**config.mk**
```make
export PLATFORM = sky130hd
export DESIGN_NAME = spi_flash_writer
export DESIGN_NICKNAME = d
export VERILOG_FILES = /design/src/rtl/spi_flash_writer_pkg.sv /design/src/rtl/spi_flash_writer_seq.sv /design/src/rtl/spi_flash_writer.sv
export SDC_FILE = /design/constraint.sdc
export NUM_CORES = 1
export LEC_CHECK = 0
export ABC_AREA = 1
export BUFFER_PORTS_ARGS = -buffer_cell sky130_fd_sc_hd__buf_2
export CAP_MARGIN = 20
export CORE_MARGIN = 8
export CORE_UTILIZATION = 28
export DETAILED_ROUTE_END_ITERATION = 16
export PLACE_DENSITY = 0.49
export SLEW_MARGIN = 20
export SYNTH_ARGS = -nofsm -noshare
export SYNTH_HDL_FRONTEND = slang
export SYNTH_SLANG_ARGS = --single-unit
export TNS_END_PERCENT = 50
```
**constraint.sdc**
```tcl
create_clock -name clk -period 3.4 [get_ports clk]
set_clock_uncertainty 0.05 [all_clocks]
set_input_delay 0.68 -clock clk [delete_from_list [all_inputs] [get_ports clk]]
set_output_delay 0.68 -clock clk [all_outputs]
set_load 0.02 [all_outputs]
```
**src/rtl/spi_flash_writer_pkg.sv**
```systemverilog
// Shared constants for the SPI NOR flash writer: command opcodes, geometry
// and the state encodings of the writer FSM and the command sequencer.
package spi_flash_writer_pkg;

  localparam logic [7:0] CMD_WREN = 8'h06;
  localparam logic [7:0] CMD_SE   = 8'h20;
  localparam logic [7:0] CMD_PP   = 8'h02;
  localparam logic [7:0] CMD_RDSR = 8'h05;
  localparam logic [7:0] DUMMY    = 8'h00;

  // Status register write-in-progress bit polled after erase/program.
  localparam logic [7:0] WIP_MASK = 8'h01;

  localparam int PAGE_BITS   = 8;
  localparam int SECTOR_BITS = 12;

  typedef logic [3:0] wr_state_t;

  localparam wr_state_t ST_IDLE      = 4'd0;
  localparam wr_state_t ST_CHK       = 4'd1;
  localparam wr_state_t ST_WREN      = 4'd2;
  localparam wr_state_t ST_ERASE     = 4'd3;
  localparam wr_state_t ST_PROG_HDR  = 4'd4;
  localparam wr_state_t ST_FETCH     = 4'd5;
  localparam wr_state_t ST_PROG_DATA = 4'd6;
  localparam wr_state_t ST_PROG_END  = 4'd7;
  localparam wr_state_t ST_POLL_CMD  = 4'd8;
  localparam wr_state_t ST_POLL_RD   = 4'd9;
  localparam wr_state_t ST_GAP       = 4'd10;
  localparam wr_state_t ST_DONE      = 4'd11;

  typedef logic [1:0] sq_state_t;

  localparam sq_state_t SQ_IDLE  = 2'd0;
  localparam sq_state_t SQ_SETUP = 2'd1;
  localparam sq_state_t SQ_WAIT  = 2'd2;
  localparam sq_state_t SQ_HOLD  = 2'd3;

endpackage

```
**src/rtl/spi_flash_writer_seq.sv**
```systemverilog
// Byte-at-a-time SPI command sequencer: toggle handshake with the SPI master,
// cs_n framing and the minimum cs_n-high gap between commands.
module spi_cmd_sequencer
  import spi_flash_writer_pkg::*;
#(
  parameter int cs_gap = 4
) (
  input  logic       clk,
  input  logic       reset,
  input  logic       cmd_valid,
  output logic       cmd_ready,
  input  logic [7:0] cmd_byte,
  input  logic       cmd_last,
  input  logic       cmd_poll,
  output logic       cmd_done,
  output logic [7:0] rx_byte,
  output logic       cs_n,
  output logic       spi_req,
  input  logic       spi_ack,
  output logic [7:0] spi_d,
  input  logic [7:0] spi_q
);

  // Handshake: a byte (with its last/poll flags) is taken on a cycle with
  // cmd_valid && cmd_ready; cmd_done pulses one cycle when its SPI ack lands,
  // rx_byte valid in that cycle. The owner raises cmd_valid again only after.
  localparam int GW = (cs_gap > 1) ? $clog2(cs_gap) : 1;
  localparam logic [GW-1:0] GAP_LOAD = (cs_gap > 0) ? GW'(cs_gap - 1) : '0;

  sq_state_t     state_q, state_d;
  logic          cs_n_q, cs_n_d;
  logic          spi_req_q, spi_req_d;
  logic [7:0]    spi_d_q, spi_d_d;
  logic          last_q, last_d;
  logic          poll_q, poll_d;
  logic [GW-1:0] gap_q, gap_d;

  always_comb begin
    state_d   = state_q;
    cs_n_d    = cs_n_q;
    spi_req_d = spi_req_q;
    spi_d_d   = spi_d_q;
    last_d    = last_q;
    poll_d    = poll_q;
    gap_d     = gap_q;
    cmd_ready = 1'b0;
    cmd_done  = 1'b0;
    case (state_q)
      SQ_IDLE: begin
        if (gap_q != '0) gap_d = gap_q - 1'b1;
        cmd_ready = (gap_q == '0);
        if (cmd_valid && gap_q == '0) begin
          spi_d_d = cmd_byte;
          last_d  = cmd_last;
          poll_d  = cmd_poll;
          cs_n_d  = 1'b0;
          state_d = SQ_SETUP;
        end
      end
      SQ_SETUP: begin
        spi_req_d = ~spi_req_q;
        state_d   = SQ_WAIT;
      end
      SQ_HOLD: begin
        cmd_ready = 1'b1;
        if (cmd_valid) begin
          spi_d_d   = cmd_byte;
          last_d    = cmd_last;
          poll_d    = cmd_poll;
          spi_req_d = ~spi_req_q;
          state_d   = SQ_WAIT;
        end
      end
      SQ_WAIT: begin
        if (spi_ack == spi_req_q) begin
          cmd_done = 1'b1;
          // A poll read with WIP clear closes the frame just like a last byte.
          if (last_q || (poll_q && (spi_q & WIP_MASK) == 8'h00)) begin
            cs_n_d  = 1'b1;
            gap_d   = GAP_LOAD;
            state_d = SQ_IDLE;
          end else begin
            state_d = SQ_HOLD;
          end
        end
      end
      default: state_d = SQ_IDLE;
    endcase
  end

  always_ff @(posedge clk) begin
    if (reset) begin
      state_q   <= SQ_IDLE;
      cs_n_q    <= 1'b1;
      spi_req_q <= spi_ack;
      spi_d_q   <= 8'h00;
      last_q    <= 1'b0;
      poll_q    <= 1'b0;
      gap_q     <= '0;
    end else begin
      state_q   <= state_d;
      cs_n_q    <= cs_n_d;
      spi_req_q <= spi_req_d;
      spi_d_q   <= spi_d_d;
      last_q    <= last_d;
      poll_q    <= poll_d;
      gap_q     <= gap_d;
    end
  end

  assign cs_n    = cs_n_q;
  assign spi_req = spi_req_q;
  assign spi_d   = spi_d_q;
  assign rx_byte = spi_q;

endmodule

```
**src/rtl/spi_flash_writer.sv**
```systemverilog
// SPI NOR flash programmer: copies bytes from a toggle-handshake source into a
// flash slot using WREN, optional sector erase, page program and RDSR polling.
module spi_flash_writer
  import spi_flash_writer_pkg::*;
#(
  parameter int a_bits = 14,
  parameter int cs_gap = 4
) (
  input  logic              clk,
  input  logic              reset,
  input  logic [3:0]        slot,
  input  logic              start,
  input  logic              erase_en,
  input  logic [15:0]       start_addr,
  input  logic [19:0]       flash_offset,
  input  logic [15:0]       amount,
  output logic              busy,
  output logic              cs_n,
  output logic              spi_req,
  input  logic              spi_ack,
  output logic [7:0]        spi_d,
  input  logic [7:0]        spi_q,
  output logic              req,
  input  logic              ack,
  output logic [a_bits-1:0] a,
  input  logic [7:0]        q
);

  wr_state_t         state_q, state_d;
  logic [15:0]       idx_q, idx_d, amount_q, amount_d, src_q, src_d;
  logic [23:0]       faddr_q, faddr_d;
  logic              erase_en_q, erase_en_d;
  logic              erase_chunk_q, erase_chunk_d;
  logic              sec_done_q, sec_done_d;
  logic [1:0]        bcnt_q, bcnt_d;
  logic              pend_q, pend_d, fetch_q, fetch_d, req_q, req_d;
  logic [a_bits-1:0] a_q, a_d;
  logic [7:0]        data_q, data_d;

  logic        send, cmd_valid, cmd_ready, cmd_last, cmd_poll, cmd_done;
  logic [7:0]  cmd_byte, rx_byte;
  logic        need_erase, data_last;
  logic [23:0] faddr_inc;
  logic [15:0] idx_inc;

  assign faddr_inc  = faddr_q + 24'd1;
  assign idx_inc    = idx_q + 16'd1;
  assign data_last  = (idx_inc == amount_q) || (faddr_inc[PAGE_BITS-1:0] == '0);
  // sec_done_q marks the sector at the current chunk as already erased.
  assign need_erase = erase_en_q && !sec_done_q &&
                      ((idx_q == 16'd0) || (faddr_q[SECTOR_BITS-1:0] == '0));

  always_comb begin
    send     = 1'b1;
    cmd_byte = DUMMY;
    cmd_last = 1'b0;
    cmd_poll = 1'b0;
    case (state_q)
      ST_WREN: begin
        cmd_byte = CMD_WREN;
        cmd_last = 1'b1;
      end
      ST_ERASE: begin
        cmd_last = (bcnt_q == 2'd3);
        case (bcnt_q)
          2'd0:    cmd_byte = CMD_SE;
          2'd1:    cmd_byte = faddr_q[23:16];
          2'd2:    cmd_byte = {faddr_q[15:12], 4'h0};
          default: cmd_byte = 8'h00;
        endcase
      end
      ST_PROG_HDR: begin
        case (bcnt_q)
          2'd0:    cmd_byte = CMD_PP;
          2'd1:    cmd_byte = faddr_q[23:16];
          2'd2:    cmd_byte = faddr_q[15:8];
          default: cmd_byte = faddr_q[7:0];
        endcase
      end
      ST_PROG_DATA: begin
        cmd_byte = data_q;
        cmd_last = data_last;
      end
      ST_POLL_CMD: cmd_byte = CMD_RDSR;
      ST_POLL_RD:  cmd_poll = 1'b1;
      default:     send = 1'b0;
    endcase
  end

  assign cmd_valid = send && !pend_q;

  always_comb begin
    state_d       = state_q;
    idx_d         = idx_q;
    amount_d      = amount_q;
    src_d         = src_q;
    faddr_d       = faddr_q;
    erase_en_d    = erase_en_q;
    erase_chunk_d = erase_chunk_q;
    sec_done_d    = sec_done_q;
    bcnt_d        = bcnt_q;
    pend_d        = pend_q;
    fetch_d       = fetch_q;
    req_d         = req_q;
    a_d           = a_q;
    data_d        = data_q;
    if (cmd_valid && cmd_ready) pend_d = 1'b1;
    case (state_q)
      ST_IDLE: begin
        if (start) begin
          idx_d         = 16'd0;
          amount_d      = amount;
          src_d         = start_addr;
          faddr_d       = {slot, 20'h00000} + {4'h0, flash_offset};
          erase_en_d    = erase_en;
          erase_chunk_d = 1'b0;
          sec_done_d    = 1'b0;
          bcnt_d        = 2'd0;
          state_d       = (amount == 16'd0) ? ST_DONE : ST_CHK;
        end
      end
      ST_CHK: begin
        erase_chunk_d = need_erase;
        state_d       = ST_WREN;
      end
      ST_FETCH: begin
        if (!fetch_q) begin
          a_d     = src_q[a_bits-1:0];
          req_d   = ~req_q;
          fetch_d = 1'b1;
        end else if (ack == req_q) begin
          data_d  = q;
          fetch_d = 1'b0;
          state_d = ST_PROG_DATA;
        end
      end
      ST_PROG_END: begin
        sec_done_d = 1'b0;
        state_d    = ST_POLL_CMD;
      end
      ST_GAP: begin
        if (erase_chunk_q) begin
          sec_done_d    = 1'b1;
          erase_chunk_d = 1'b0;
          state_d       = ST_CHK;
        end else begin
          state_d = (idx_q == amount_q) ? ST_DONE : ST_CHK;
        end
      end
      ST_DONE: state_d = ST_IDLE;
      default: ;
    endcase
    if (pend_q && cmd_done) begin
      pend_d = 1'b0;
      case (state_q)
        ST_WREN: begin
          bcnt_d  = 2'd0;
          state_d = erase_chunk_q ? ST_ERASE : ST_PROG_HDR;
        end
        ST_ERASE: begin
          bcnt_d = bcnt_q + 2'd1;
          if (bcnt_q == 2'd3) state_d = ST_POLL_CMD;
        end
        ST_PROG_HDR: begin
          bcnt_d = bcnt_q + 2'd1;
          if (bcnt_q == 2'd3) state_d = ST_FETCH;
        end
        ST_PROG_DATA: begin
          src_d   = src_q + 16'd1;
          faddr_d = faddr_inc;
          idx_d   = idx_inc;
          state_d = data_last ? ST_PROG_END : ST_FETCH;
        end
        ST_POLL_CMD: state_d = ST_POLL_RD;
        ST_POLL_RD: begin
          if ((rx_byte & WIP_MASK) == 8'h00) state_d = ST_GAP;
        end
        default: ;
      endcase
    end
  end

  always_ff @(posedge clk) begin
    if (reset) begin
      state_q       <= ST_IDLE;
      idx_q         <= 16'd0;
      amount_q      <= 16'd0;
      src_q         <= 16'd0;
      faddr_q       <= 24'd0;
      erase_en_q    <= 1'b0;
      erase_chunk_q <= 1'b0;
      sec_done_q    <= 1'b0;
      bcnt_q        <= 2'd0;
      pend_q        <= 1'b0;
      fetch_q       <= 1'b0;
      req_q         <= 1'b0;
      a_q           <= '0;
      data_q        <= 8'h00;
    end else begin
      state_q       <= state_d;
      idx_q         <= idx_d;
      amount_q      <= amount_d;
      src_q         <= src_d;
      faddr_q       <= faddr_d;
      erase_en_q    <= erase_en_d;
      erase_chunk_q <= erase_chunk_d;
      sec_done_q    <= sec_done_d;
      bcnt_q        <= bcnt_d;
      pend_q        <= pend_d;
      fetch_q       <= fetch_d;
      req_q         <= req_d;
      a_q           <= a_d;
      data_q        <= data_d;
    end
  end

  spi_cmd_sequencer #(.cs_gap(cs_gap)) u_seq (
    .clk      (clk),
    .reset    (reset),
    .cmd_valid(cmd_valid),
    .cmd_ready(cmd_ready),
    .cmd_byte (cmd_byte),
    .cmd_last (cmd_last),
    .cmd_poll (cmd_poll),
    .cmd_done (cmd_done),
    .rx_byte  (rx_byte),
    .cs_n     (cs_n),
    .spi_req  (spi_req),
    .spi_ack  (spi_ack),
    .spi_d    (spi_d),
    .spi_q    (spi_q)
  );

  assign busy = (state_q != ST_IDLE);
  assign req  = req_q;
  assign a    = a_q;

endmodule

```
# Word level (Yosys, flattened, before mapping)
# Index checks and enable logic that the tools add are counted.
totals:
  reg_bits: 122
  inputBits: 78
  out_inout_bits: 26
  elab_cells: 170
classes:
  add_sub_neg: 6
  eq_ne: 29
  muxes: 70
  bitwise: 3
  reduce_logical: 41
ops:
  columns: ["cell", "count"]
  rows:
  - ["$mux 16", 8]
  - ["$mux 24", 4]
  - ["$pmux 4 s6", 2]
  - ["$pmux 8 s3", 2]
  - ["$mux 4", 10]
  - ["$pmux 8 s5", 1]
  - ["$add 16x1->16 const B", 2]
  - ["$eq 16x16->1", 2]
  - ["$logic_not 16->1", 2]
  - ["$add 24x1->24 const B", 1]
  - ["$add 24x20->24", 1]
  - ["$mux 2", 11]
  - ["$mux 1", 17]
  - ["$eq 4x3->1 const B", 4]
  - ["$eq 4x4->1 const B", 4]
  - ["$logic_not 8->1", 2]
  - ["$mux 8", 2]
  - ["$pmux 8 s2", 1]
  - ["$logic_not 12->1", 1]
  - ["$reduce_and 3->1", 4]
  - ["$pmux 1 s2", 5]
  - ["$pmux 1 s3", 3]
  - ["$reduce_bool 3->1", 3]
  - ["$eq 2x2->1 const B", 4]
  - ["24 further kinds", 53]

# Logic depth before layout (Yosys ltp)
# Gate-level depths: netlist (run 1).
logic_depth:
  word_depth: 7
  depth_mapped: 16
  mapped_depth_nobuf: 16

# Modules after synthesis
# Synthesis (run 1) repeated with hierarchy kept, for this count alone.
hier_totals:
  hier_cells: 1081
  area_unflattened_um2: 7290.7
modules_own_cells:
  columns: ["mod", "instances", "cells_each", "area_per_inst_um2", "seq_area_each_um2"]
  rows:
  - ["spi_flash_writer", 1, 954, 6412.4, 2082.0]
  - ["spi_cmd_sequencer", 1, 127, 878.3, 330.3]

# Worst setup path before layout (run 1)
# Ideal clock, no wire load.
synth_timing:
  path_type: "input port to flip-flop"
  start: "input port spi_ack"
  end: "register src_q[3]"
  arrival_ps: 1822
  required_ps: 3222
  path_slack_ps: 1400
  stages: 9
  n_path_buf: 1
  cell_sequence: "xnor2_1 nand2_1 nor2_1 nand2_1 nand2_2 buf_4 nor2_1 a221oi_1 nor2_1"
synth_via:
  elab_chain_cells: 5
synth_rtl:
  columns: ["element", "line", "rtl"]
  rows:
  - ["start, declared", "spi_flash_writer.sv:20", "input logic spi_ack,"]
  - ["$eq 1x1->1", "spi_flash_writer_seq.sv:75", "if (spi_ack == spi_req_q) begin"]
  - ["$mux 1", "spi_flash_writer_seq.sv:75", null]
  - ["$mux 1", "spi_flash_writer_seq.sv:48", "case (state_q)"]
  - ["$logic_and 1x1->1", "spi_flash_writer.sv:153", "if (pend_q && cmd_done) begin"]
  - ["$mux 16", "spi_flash_writer.sv:153", null]
  - ["end signal, assigned", "spi_flash_writer.sv:203", "src_q <= src_d;"]
  - ["end, declared", "spi_flash_writer.sv:30", "logic [15:0] idx_q, idx_d, amount_q, amount_d, src_q, src_d;"]
# Every way passes these cells.
# A chain may end at the register's enable or synchronous reset.

# Worst setup path in the final report (run 1)
layout_timing:
  start: "register state_q[1]"
  end: "register src_q[0]"
layout_via:
  elab_chain_cells: 4
  word_cells_on_any_way: 5
  classes_between: "1 x eq/ne; 3 x mux; 1 x reduce/logical"
layout_rtl:
  columns: ["element", "line", "rtl"]
  rows:
  - ["start, declared", "spi_flash_writer.sv:29", "wr_state_t state_q, state_d;"]
  - ["start signal, assigned", "spi_flash_writer.sv:200", "state_q <= state_d;"]
  - ["$logic_not 4->1", "spi_flash_writer.sv:108", "case (state_q)"]
  - ["$mux 16", "spi_flash_writer.sv:108", null]
  - ["$mux 16", "spi_flash_writer.sv:155", "case (state_q)"]
  - ["$mux 16 (*)", "spi_flash_writer.sv:153", null]
# Mark *: on every way between the ends. The rest lies on a longest branch, timed or not.

==> summary.txt, run 1 <==
Outcome
  – Outcome: finished clean

Route
  – DR WL met2: 11000 µm
  – DR iter-0 viols: 377
  – DR DRC count: 0
  – Met3 Wirelength: 1050 µm
  – Max layer used: met4
  – Metal1 wirelength: 11100 µm
  – Drt pass-1 iters: 5
  – Antenna viol nets, final: 0
  – Final WL: 23500 µm
  – Via Count: 7257
  – Vias/cell: 4.77
  – WL per Instance: 15.4 µm

STA
  – Relative slew slack: 0.474
  – Final Hold Viols: 0
  – Max Clk Rate: 434 MHz
  – Slew @ Worst Pin: 788 ps
  – Final setup viols: 0
  – Final period util: 0.677
  – Final Max Slew Viols: 0
  – Final min period: 2300 ps
  – Accumulated negative setup slack: 0 ps
  – RSZ-0062 raised after global routing: false

Hold path
  – Hold Path Stages: 1
  – Worst Hold Class: register to register
  – Worst hold start: u_seq.gap_q[0]
  – Hold Path End: u_seq.gap_q[0]

Final layout
  – Antenna Cells: 0
  – Layout cells sized above 1: 0.159
  – Layout area overhead: 19.4%
  – Post-route cell area: 8690 µm²
  – Most frequent cells in the layout: nand2_1 (240), inv_1 (124), nor2_1 (122)
  – Commonest non-fill, non-tap cell in the layout: nand2_1
  – Nets: 1266

Placed design
  – Number of port buffers: 94
  – Placer Congestion: 0.898
  – DP HPWL: 17600 µm
  – Dpl cell area: 8060 µm²

Yosys
  – Post-synth top area share: 0.327
  – Mapped Area: 7280 µm²
  – Area leader, netlist: dfxtp_1
  – Library cells used by synthesis: 54
  – Yosys warns: 0
  – FF+latch count, synth: 120
  – Ranking of synthesized cells by area: dfxtp_1 (33%), nand2_1 (12%), inv_1 (6.4%), a21oi_1 (6.3%), nor2_1 (6.3%)
  – Ys async rst share: 0
  – Post-Syn Nets: 1185
  – Post-synthesis area per instance: 6.66 µm²
  – Top FF cell, synth: dfxtp_1
  – Syn Inst Count: 1093
  – EDFF count, synth: 1
  – Register area share after synthesis: 0.332

Power
  – Total power: 5.77 mW
  – Static Leak: 3.63 nW
  – Pwr/cell area: 665 nW/µm²
  – VDD IR max: 0.336 mV

Global routing
  – Vias in the first global route: 7161
  – Largest net degree at the start of global routing: 74
  – Total track usage: 0.151
  – Overflow after GRT: 0
  – First-pass GRT wire length: 38000 µm
  – Antenna violations before repair: 0

Clock network
  – CTS Hold Bufs: 0
  – Clock slew at reported path FFs: 60 ps
  – H-Tree Level Count: 4
  – CTS sink count: 120
  – Post-CTS setup buffers: 0
  – Root Buffer: clkbuf_16
  – Number of buffers created by CTS: 17
  – Clock latency on the worst-skew pair: 420 ps
  – CTS tree: yes
  – Maximum clock insertion buffer count: 2
  – Post-CTS Resized: 0

Die
  – Site Rows: 59
  – Die X: 177 µm
  – Die ar.: 31400 µm²
  – Core area: 25800 µm²
  – Initial Util: 0.282
  – Die H: 177 µm
  – Top Ports: 104

Run
  – Max Cap Violations: 0

Critical path
  – Crit path max fanout: 14
  – Critical path class: register to register
  – Critical path required time: 3620 ps
  – Critical Path AT: 2530 ps
  – Critical Path Sink Type: register
  – Reg2Reg Depth: 9
  – R2r setup slk: 1100 ps
  – R2R Path End: src_q[0]
  – Reg2reg start: state_q[1]
  – CP Launch Type: register
flip-flops by register name, indices dropped and copies added, names as in the netlist, 2 cells and up:
register and count:
a 14, amount_q 16, bcnt_q 2, data_q 8, faddr_q 24, idx_q 16
src_q 14, state_q 4, u_seq.gap_q 2, u_seq.spi_d 8, u_seq.state_q 2
stage by stage:
stage | setup WS (ps) | utilization | hold WS [ps] | std cells
2_1_floorplan | 1400 | - | 353 | 1093
3_3_place_gp | 842 | 0.313 | 363 | 1490
3_5_place_dp | 837 | 0.313 | 372 | 1490
4_1_cts | 1110 | 0.337 | 381 | 1522
5_1_grt | 875 | 0.337 | 403 | 1522
6_report | 1100 | 0.337 | 378 | 1522
critical path, stage by stage, from the launching register on:
cell      delay (ps)
dfxtp_1          380
inv_1            110
nor2_1           140
nand2_1          180
inv_2            210
nand2_1          190
nand2_2          320
inv_2            210
a221oi_1         310
nor2_1            60
cell families after synthesis:
family,Yosys count,synth area share
buffers and inverters,179,0.0984
AOI/OAI and AO/OA,245,0.206
and+or+nand+nor,513,0.313
xor gates and xnor gates,22,0.0265
adders and majority gates,14,0.0241
DFF,120,0.332
routing by layer:
| layer | GRT usage | up-vias |
|---|---|---|
| li1 | - | 3814 |
| met1 | 0.195 | 3280 |
| met2 | 0.246 | 137 |
| met3 | 0.0337 | 26 |
| met4 | 0.0427 | 0 |
| met5 | 0 | - |
how the worst max path moves through the flow:
stage,endpoint,from,cells after the start
2_1_floorplan,src_q[3],spi_ack,9
5_1_grt,u_seq.last_q,idx_q[0],13
3_3_place_gp,faddr_q[16],spi_ack,11
4_1_cts,u_seq.last_q,idx_q[0],13
3_5_place_dp,src_q[4],spi_ack,10
6_report,src_q[0],state_q[1],9
synthesized netlist by cell type, drive strengths merged, types with 4 or more instances:
| cell type | instances |
|---|---|
| o21ai | 68 |
| nor3 | 11 |
| a31oi | 9 |
| a21oi | 93 |
| buf | 19 |
| clkbuf | 24 |
| o211ai | 5 |
| a211oi | 17 |
| nor4 | 4 |
| nand2 | 250 |
| nor2 | 143 |
| o21bai | 6 |
| nand4 | 21 |
| xor2 | 13 |
| a221oi | 7 |
| inv | 134 |
| xnor2 | 9 |
| dfxtp | 119 |
| o22ai | 5 |
| ha | 14 |
| nand3 | 80 |
| o221ai | 19 |
| o2111ai | 4 |
area by class of cell:
class | instances | area [µm²]
Fill cell | 2784 | 17100
Multi-Input combinational cell | 794 | 4150
Sequential cell | 120 | 2410
Timing Repair Buffer | 105 | 566
Clock buffer | 25 | 515
Inverter | 136 | 513
Tap cell | 335 | 419
Clock inverter | 7 | 113
where the power goes:
part	internal, mW	switching [mW]
registers	1.69	0.270
logic	0.635	1.25
clock network	1.27	0.671
total	3.59	2.19
Power figures use the tool's default switching activity.
==> inputs of run 2 (changes only) <==
==> constraint.sdc (replaced) <==
create_clock -name clk -period 2.25 [get_ports clk]
set_clock_uncertainty 0.05 [all_clocks]
set_input_delay 0.45 -clock clk [delete_from_list [all_inputs] [get_ports clk]]
set_output_delay 0.45 -clock clk [all_outputs]
set_load 0.02 [all_outputs]
==> summary.txt, run 2 (synthesized netlist as in run 1, its figures left out) <==
Route
  – Antenna viol nets, final: 0 (unchanged)
  – DR iter-0 viols: 428 (+14%)
  – DR DRC count: 0 (unchanged)
  – WL per Instance: 15.6 µm (+0.76%)
  – Vias/cell: 4.86 (+2.0%)
  – Drt pass-1 iters: 7 (+2)
  – Via Count: 7488 (+3.2%)
  – Final WL: 24000 µm (+2.0%)

STA
  – Slew @ Worst Pin: 526 ps (-262 ps)
  – RSZ-0062 raised after global routing: false
  – Final Max Slew Viols: 0 (unchanged)
  – Final Hold Viols: 0 (unchanged)
  – Final min period: 2060 ps (-244 ps)
  – Hold WS: 192 ps (-186 ps)
  – Accumulated negative setup slack: 0 ps (unchanged)
  – Final period util: 0.915 (+0.238)
  – Max Clk Rate: 486 MHz (+12%)
  – Relative slew slack: 0.649 (+0.174)
  – Final setup viols: 0 (unchanged)

Die
  – Site Rows: 59 (unchanged)
  – Core area: 25800 µm² (unchanged)
  – Top Ports: 104 (unchanged)
  – Die X: 177 µm (unchanged)
  – Initial Util: 0.282 (unchanged)
  – Die ar.: 31400 µm² (unchanged)
  – Die H: 177 µm (unchanged)

Power
  – Pwr/cell area: 1000 nW/µm² (+50%)
  – Static Leak: 3.73 nW (+2.8%)
  – VDD IR max: 0.510 mV (+52%)

Critical path
  – Crit path max-delay family: simple AND/OR/NAND/NOR gates
  – Crit path cell chain: nand2_1 > nor2_2 > nand2_2 > nor2_4 > xnor2_1 > nand2_1 > inv_1 > nand3_1 > nor2_1 > nand2_1 > nand2_1 > nand2_1 > a21oi_1
  – Reg2reg start: idx_q[5]
  – Slowest stage cell on the critical path: dfxtp_1
  – Crit path from: idx_q[5]
  – Critical Path AT: 2370 ps (-160 ps)
  – WP buf/inv: 1 (-2)
  – Critical Path Sink Type: register
  – Most frequent cell on the critical path: nand2_1
  – Largest stage delay on the critical path: 420 ps (+40 ps)
  – Critical path class: register to register
  – CP Launch Type: register
  – Crit path max fanout: 5 (-9)
  – Critical path required time: 2560 ps (-1060 ps)

Global routing
  – First-pass GRT wire length: 38200 µm (+0.51%)
  – Antenna violations before repair: 0 (unchanged)
  – Total track usage: 0.152 (+0.00162)
  – Vias in the first global route: 7189 (+0.39%)
  – Overflow after GRT: 0 (unchanged)
  – Largest net degree at the start of global routing: 56 (-24%)

Clock network
  – Post-CTS setup buffers: 0 (unchanged)
  – Post-CTS Resized: 0 (unchanged)
  – Clock slew at reported path FFs: 60 ps (about the same)
  – CTS sink count: 120 (unchanged)
  – Maximum clock insertion buffer count: 2 (unchanged)
  – H-Tree Level Count: 4 (unchanged)
  – Number of buffers created by CTS: 17 (unchanged)
  – Clock latency on the worst-skew pair: 430 ps (about the same)
  – CTS Hold Bufs: 0 (unchanged)
  – Root Buffer: clkbuf_16
  – CTS tree: yes

Final layout
  – Max reg flops: 24 (unchanged)
  – Post-route cell area: 8920 µm² (+2.7%)
  – Reg with most FFs: faddr_q
  – Most frequent cells in the layout: nand2_1 (238), inv_1 (124), nor2_1 (122)
  – Largest regs: faddr_q x24, amount_q x16, idx_q x16
  – Layout cells sized above 1: 0.180 (+0.0209)
  – Layout area overhead: 22.6%
  – Antenna Cells: 0 (unchanged)
  – Commonest non-fill, non-tap cell in the layout: nand2_1
  – Nets: 1284 (+1.4%)

Placed design
  – DP HPWL: 17900 µm (+2.2%)
  – Placer Congestion: 0.887 (-1.2%)
  – Number of port buffers: 94 (unchanged)
  – Dpl cell area: 8240 µm² (+2.2%)

Hold path
  – Worst hold start: q[7]
  – Worst Hold Class: input port to register

Outcome
  – Outcome: finished clean

Run
  – Max Cap Violations: 0 (unchanged)
-- run 2: worst paths after layout --
| kind | to | slack (ps) | depth (start not counted) |
|---|---|---|---|
| max | u_seq.last_q | 190 | 13 |
| min | data_q[7] | 190 | 3 |
| max reg2reg | u_seq.last_q | 190 | 13 |
| min reg2reg | u_seq.gap_q[0] | 370 | 1 |
-- run 2: report_power, final --
part           internal, mW  leakage (nW)  switching, mW  total (mW)
combinational          1.04          2.44           1.92        2.97
sequential             2.54         0.986          0.393        2.94
clock                  1.94         0.305           1.07        3.01
-- run 2: metal layers --
metal / global-route usage / wire [µm] / vias up
li1: - / - / 3852
met1: 0.193 / 11000 / 3451
met4: 0.0438 / 374 / 0
met2: 0.258 / 11500 / 161
met3: 0.0286 / 1050 / 24
met5: 0 / 0 / -
-- run 2: layout make-up --
class                           count  area [µm²]
Clock inverter                     11         170
Inverter                          136         515
Fill cell                        2842       16800
Multi-Input combinational cell    795        4180
Timing Repair Buffer              122         743
Clock buffer                       21         470
Sequential cell                   120        2420
Tap cell                          335         419
-- run 2: worst min-delay path, cell delays in order --
cell and delay, ps:
buf_2 70, nor2_1 30, nor2_1 80
-- run 2: through the flow --
step	power, mW	setup slack [ps]	instances	util
final	8.92	191	1540	0.346
after CTS	9.00	70.0	1539	0.345
after detailed placement	5.95	85.1	1507	0.320
after global routing	9.52	2.62	1540	0.346
after floorplan	5.09	365	1093	-
after global placement	5.95	133	1507	0.320
==> inputs of run 3 (changes only) <==
==> constraint.sdc (replaced) <==
create_clock -name clk -period 2.25 [get_ports clk]
set_clock_uncertainty 0.05 [all_clocks]
set_input_delay 0.225 -clock clk [delete_from_list [all_inputs] [get_ports clk]]
set_output_delay 0.225 -clock clk [all_outputs]
set_load 0.02 [all_outputs]
==> summary.txt, run 3 (synthesized netlist as in run 1, its figures left out) <==
Clock network
  – Clock slew at reported path FFs: 60 ps (about the same)
  – CTS sink count: 120 (unchanged)
  – Number of buffers created by CTS: 17 (unchanged)
  – H-Tree Level Count: 4 (unchanged)
  – Root Buffer: clkbuf_16
  – CTS tree: yes
  – Maximum clock insertion buffer count: 2 (unchanged)
  – Clock latency on the worst-skew pair: 420 ps (about the same)

Die
  – Site Rows: 59 (unchanged)
  – Initial Util: 0.282 (unchanged)
  – Core area: 25800 µm² (unchanged)
  – Die ar.: 31400 µm² (unchanged)
  – Die X: 177 µm (unchanged)
  – Top Ports: 104 (unchanged)
  – Die H: 177 µm (unchanged)

Route
  – DR DRC count: 0 (unchanged)
  – WL per Instance: 15.4 µm (-0.87%)
  – Final WL: 23900 µm (-0.36%)
  – Drt pass-1 iters: 4 (-3)
  – Via Count: 7471 (-0.23%)
  – Vias/cell: 4.83 (-0.74%)
  – DR iter-0 viols: 419 (-2.1%)
  – Antenna viol nets, final: 0 (unchanged)

Power
  – Int Pwr: 5.22 mW (-5.5%)
  – Seq pwr share: 0.343 (+0.014)
  – VDD IR max: 0.468 mV (-8.3%)
  – Net Sw Power: 3.35 mW (-1.0%)
  – Pwr/cell area: 965 nW/µm² (-3.4%)
  – Switching share of power: 0.391 (+0.0111)
  – Clk pwr share: 0.312 (-0.026)
  – Total power: 8.57 mW (-3.8%)
  – Static Leak: 3.72 nW (-0.15%)
  – Power share of the combinational group: 0.344 (+0.011)

Placed design
  – DP HPWL: 17800 µm (-0.68%)
  – Placer Congestion: 0.883 (-0.53%)
  – Placed insts: 1507 (unchanged)
  – Pre-CTS setup slack: 122 ps (+36.5 ps)
  – Dpl cell area: 8200 µm² (-0.46%)
  – Number of port buffers: 94 (unchanged)

Run
  – Max Cap Violations: 0 (unchanged)

Final layout
  – Max reg flops: 24 (unchanged)
  – Non-filler cells in the finished layout: 1548 (+0.52%)
  – Most frequent cells in the layout: nand2_1 (238), inv_1 (124), nor2_1 (122)
  – Layout area overhead: 22.1%
  – Post-route cell area: 8880 µm² (-0.43%)
  – Commonest non-fill, non-tap cell in the layout: nand2_1
  – Reg with most FFs: faddr_q
  – Layout cells sized above 1: 0.177 (-0.00284)
  – Largest regs: faddr_q x24, amount_q x16, idx_q x16
  – Nets: 1292 (+0.62%)
  – Fin util: 0.345 (-0.00150)
  – Antenna Cells: 0 (unchanged)

Global routing
  – Vias in the first global route: 7444 (+3.5%)
  – Largest net degree at the start of global routing: 64 (+14%)
  – Overflow after GRT: 0 (unchanged)
  – Antenna violations before repair: 0 (unchanged)
  – First-pass GRT wire length: 38800 µm (+1.8%)
  – Total track usage: 0.154 (+0.00136)

STA
  – RSZ-0062 raised after global routing: false
  – Final setup viols: 0 (unchanged)
  – Relative slew slack: 0.499 (-0.150)
  – Final min period: 2040 ps (-16.5 ps)
  – Final Max Slew Viols: 0 (unchanged)
  – Accumulated negative setup slack: 0 ps (unchanged)
  – Max Clk Rate: 490 MHz (+0.81%)
  – Post-route setup slack: 208 ps (+16.5 ps)
  – Hold WS: 27.5 ps (-165 ps)
  – Final Hold Viols: 0 (unchanged)
  – Final period util: 0.908 (-0.00733)
  – Slew @ Worst Pin: 752 ps (+226 ps)

Hold path
  – Worst Hold Class: input port to register

Critical path
  – Crit path cell chain: ha_2 > nand3_1 > nor2_4 > nand3_1 > nand2_1 > nand3_1 > nand2_1 > nand2_1 > nor2_1 > nand3_1 > nand2_1 > nand2_1 > nand2_1 > nand2_1 > nor2_1
  – Critical path class: register to register
  – WP buf/inv: 0 (-1)
  – Critical Path AT: 2340 ps (-30 ps)
  – Largest stage delay on the critical path: 380 ps (-40 ps)
  – Slowest stage cell on the critical path: dfxtp_4
  – Critical path required time: 2550 ps (about the same)
  – CP Launch Type: register
  – Crit path max-delay family: simple AND/OR/NAND/NOR gates
  – Crit path max fanout: 7 (+2)
  – Most frequent cell on the critical path: nand2_1
  – R2r setup slk: 210 ps (+20 ps)
  – Critical Path Sink Type: register

Outcome
  – Outcome: finished clean
## run 3: cell type report
class | count | area [µm²]
inverters | 136 | 513
multi-input cells | 795 | 4170
repair buffers | 130 | 783
well taps | 335 | 419
flip-flops and latches | 120 | 2420
clock buffers | 19 | 443
fillers | 2831 | 16900
clock inverters | 13 | 129
## run 3: timing repair
item                                   4_1_cts  5_1_grt
hold buffers                                 7        0
resized for setup                            0        8
setup endpoints to repair                    0        9
endpoints found under the hold margin        7        0
setup buffers                                0        1
## run 3: power groups by stage
stage / logic [mW] / registers (mW) / clock network [mW]
after floorplan: 2.14 / 2.95 / 0
after global placement: 2.94 / 2.99 / 0
after detailed placement: 2.96 / 2.98 / 0
after CTS: 2.99 / 2.94 / 2.76
after global routing: 3.36 / 3.01 / 2.84
final: 2.95 / 2.94 / 2.68
## run 3: worst paths after layout
check / start / endpoint / cells past startpoint
hold / removal: amount[15] / amount_q[15] / 3
setup / recovery: idx_q[1] / state_q[1] / 15
hold reg to reg: u_seq.gap_q[0] / u_seq.gap_q[0] / 1
setup reg to reg: idx_q[1] / state_q[1] / 15
## run 3: tightest hold or removal path: stages
cell	delay, ps
buf_2	90
nor2_1	40
nor2_1	100
## run 3: routing by layer
| metal | global-route usage | share of wire | wire [µm] |
|---|---|---|---|
| met5 | 0 | 0 | 0 |
| met1 | 0.197 | 0.47 | 11200 |
| met2 | 0.256 | 0.48 | 11400 |
| met3 | 0.0303 | 0.037 | 879 |
| met4 | 0.0462 | 0.017 | 396 |
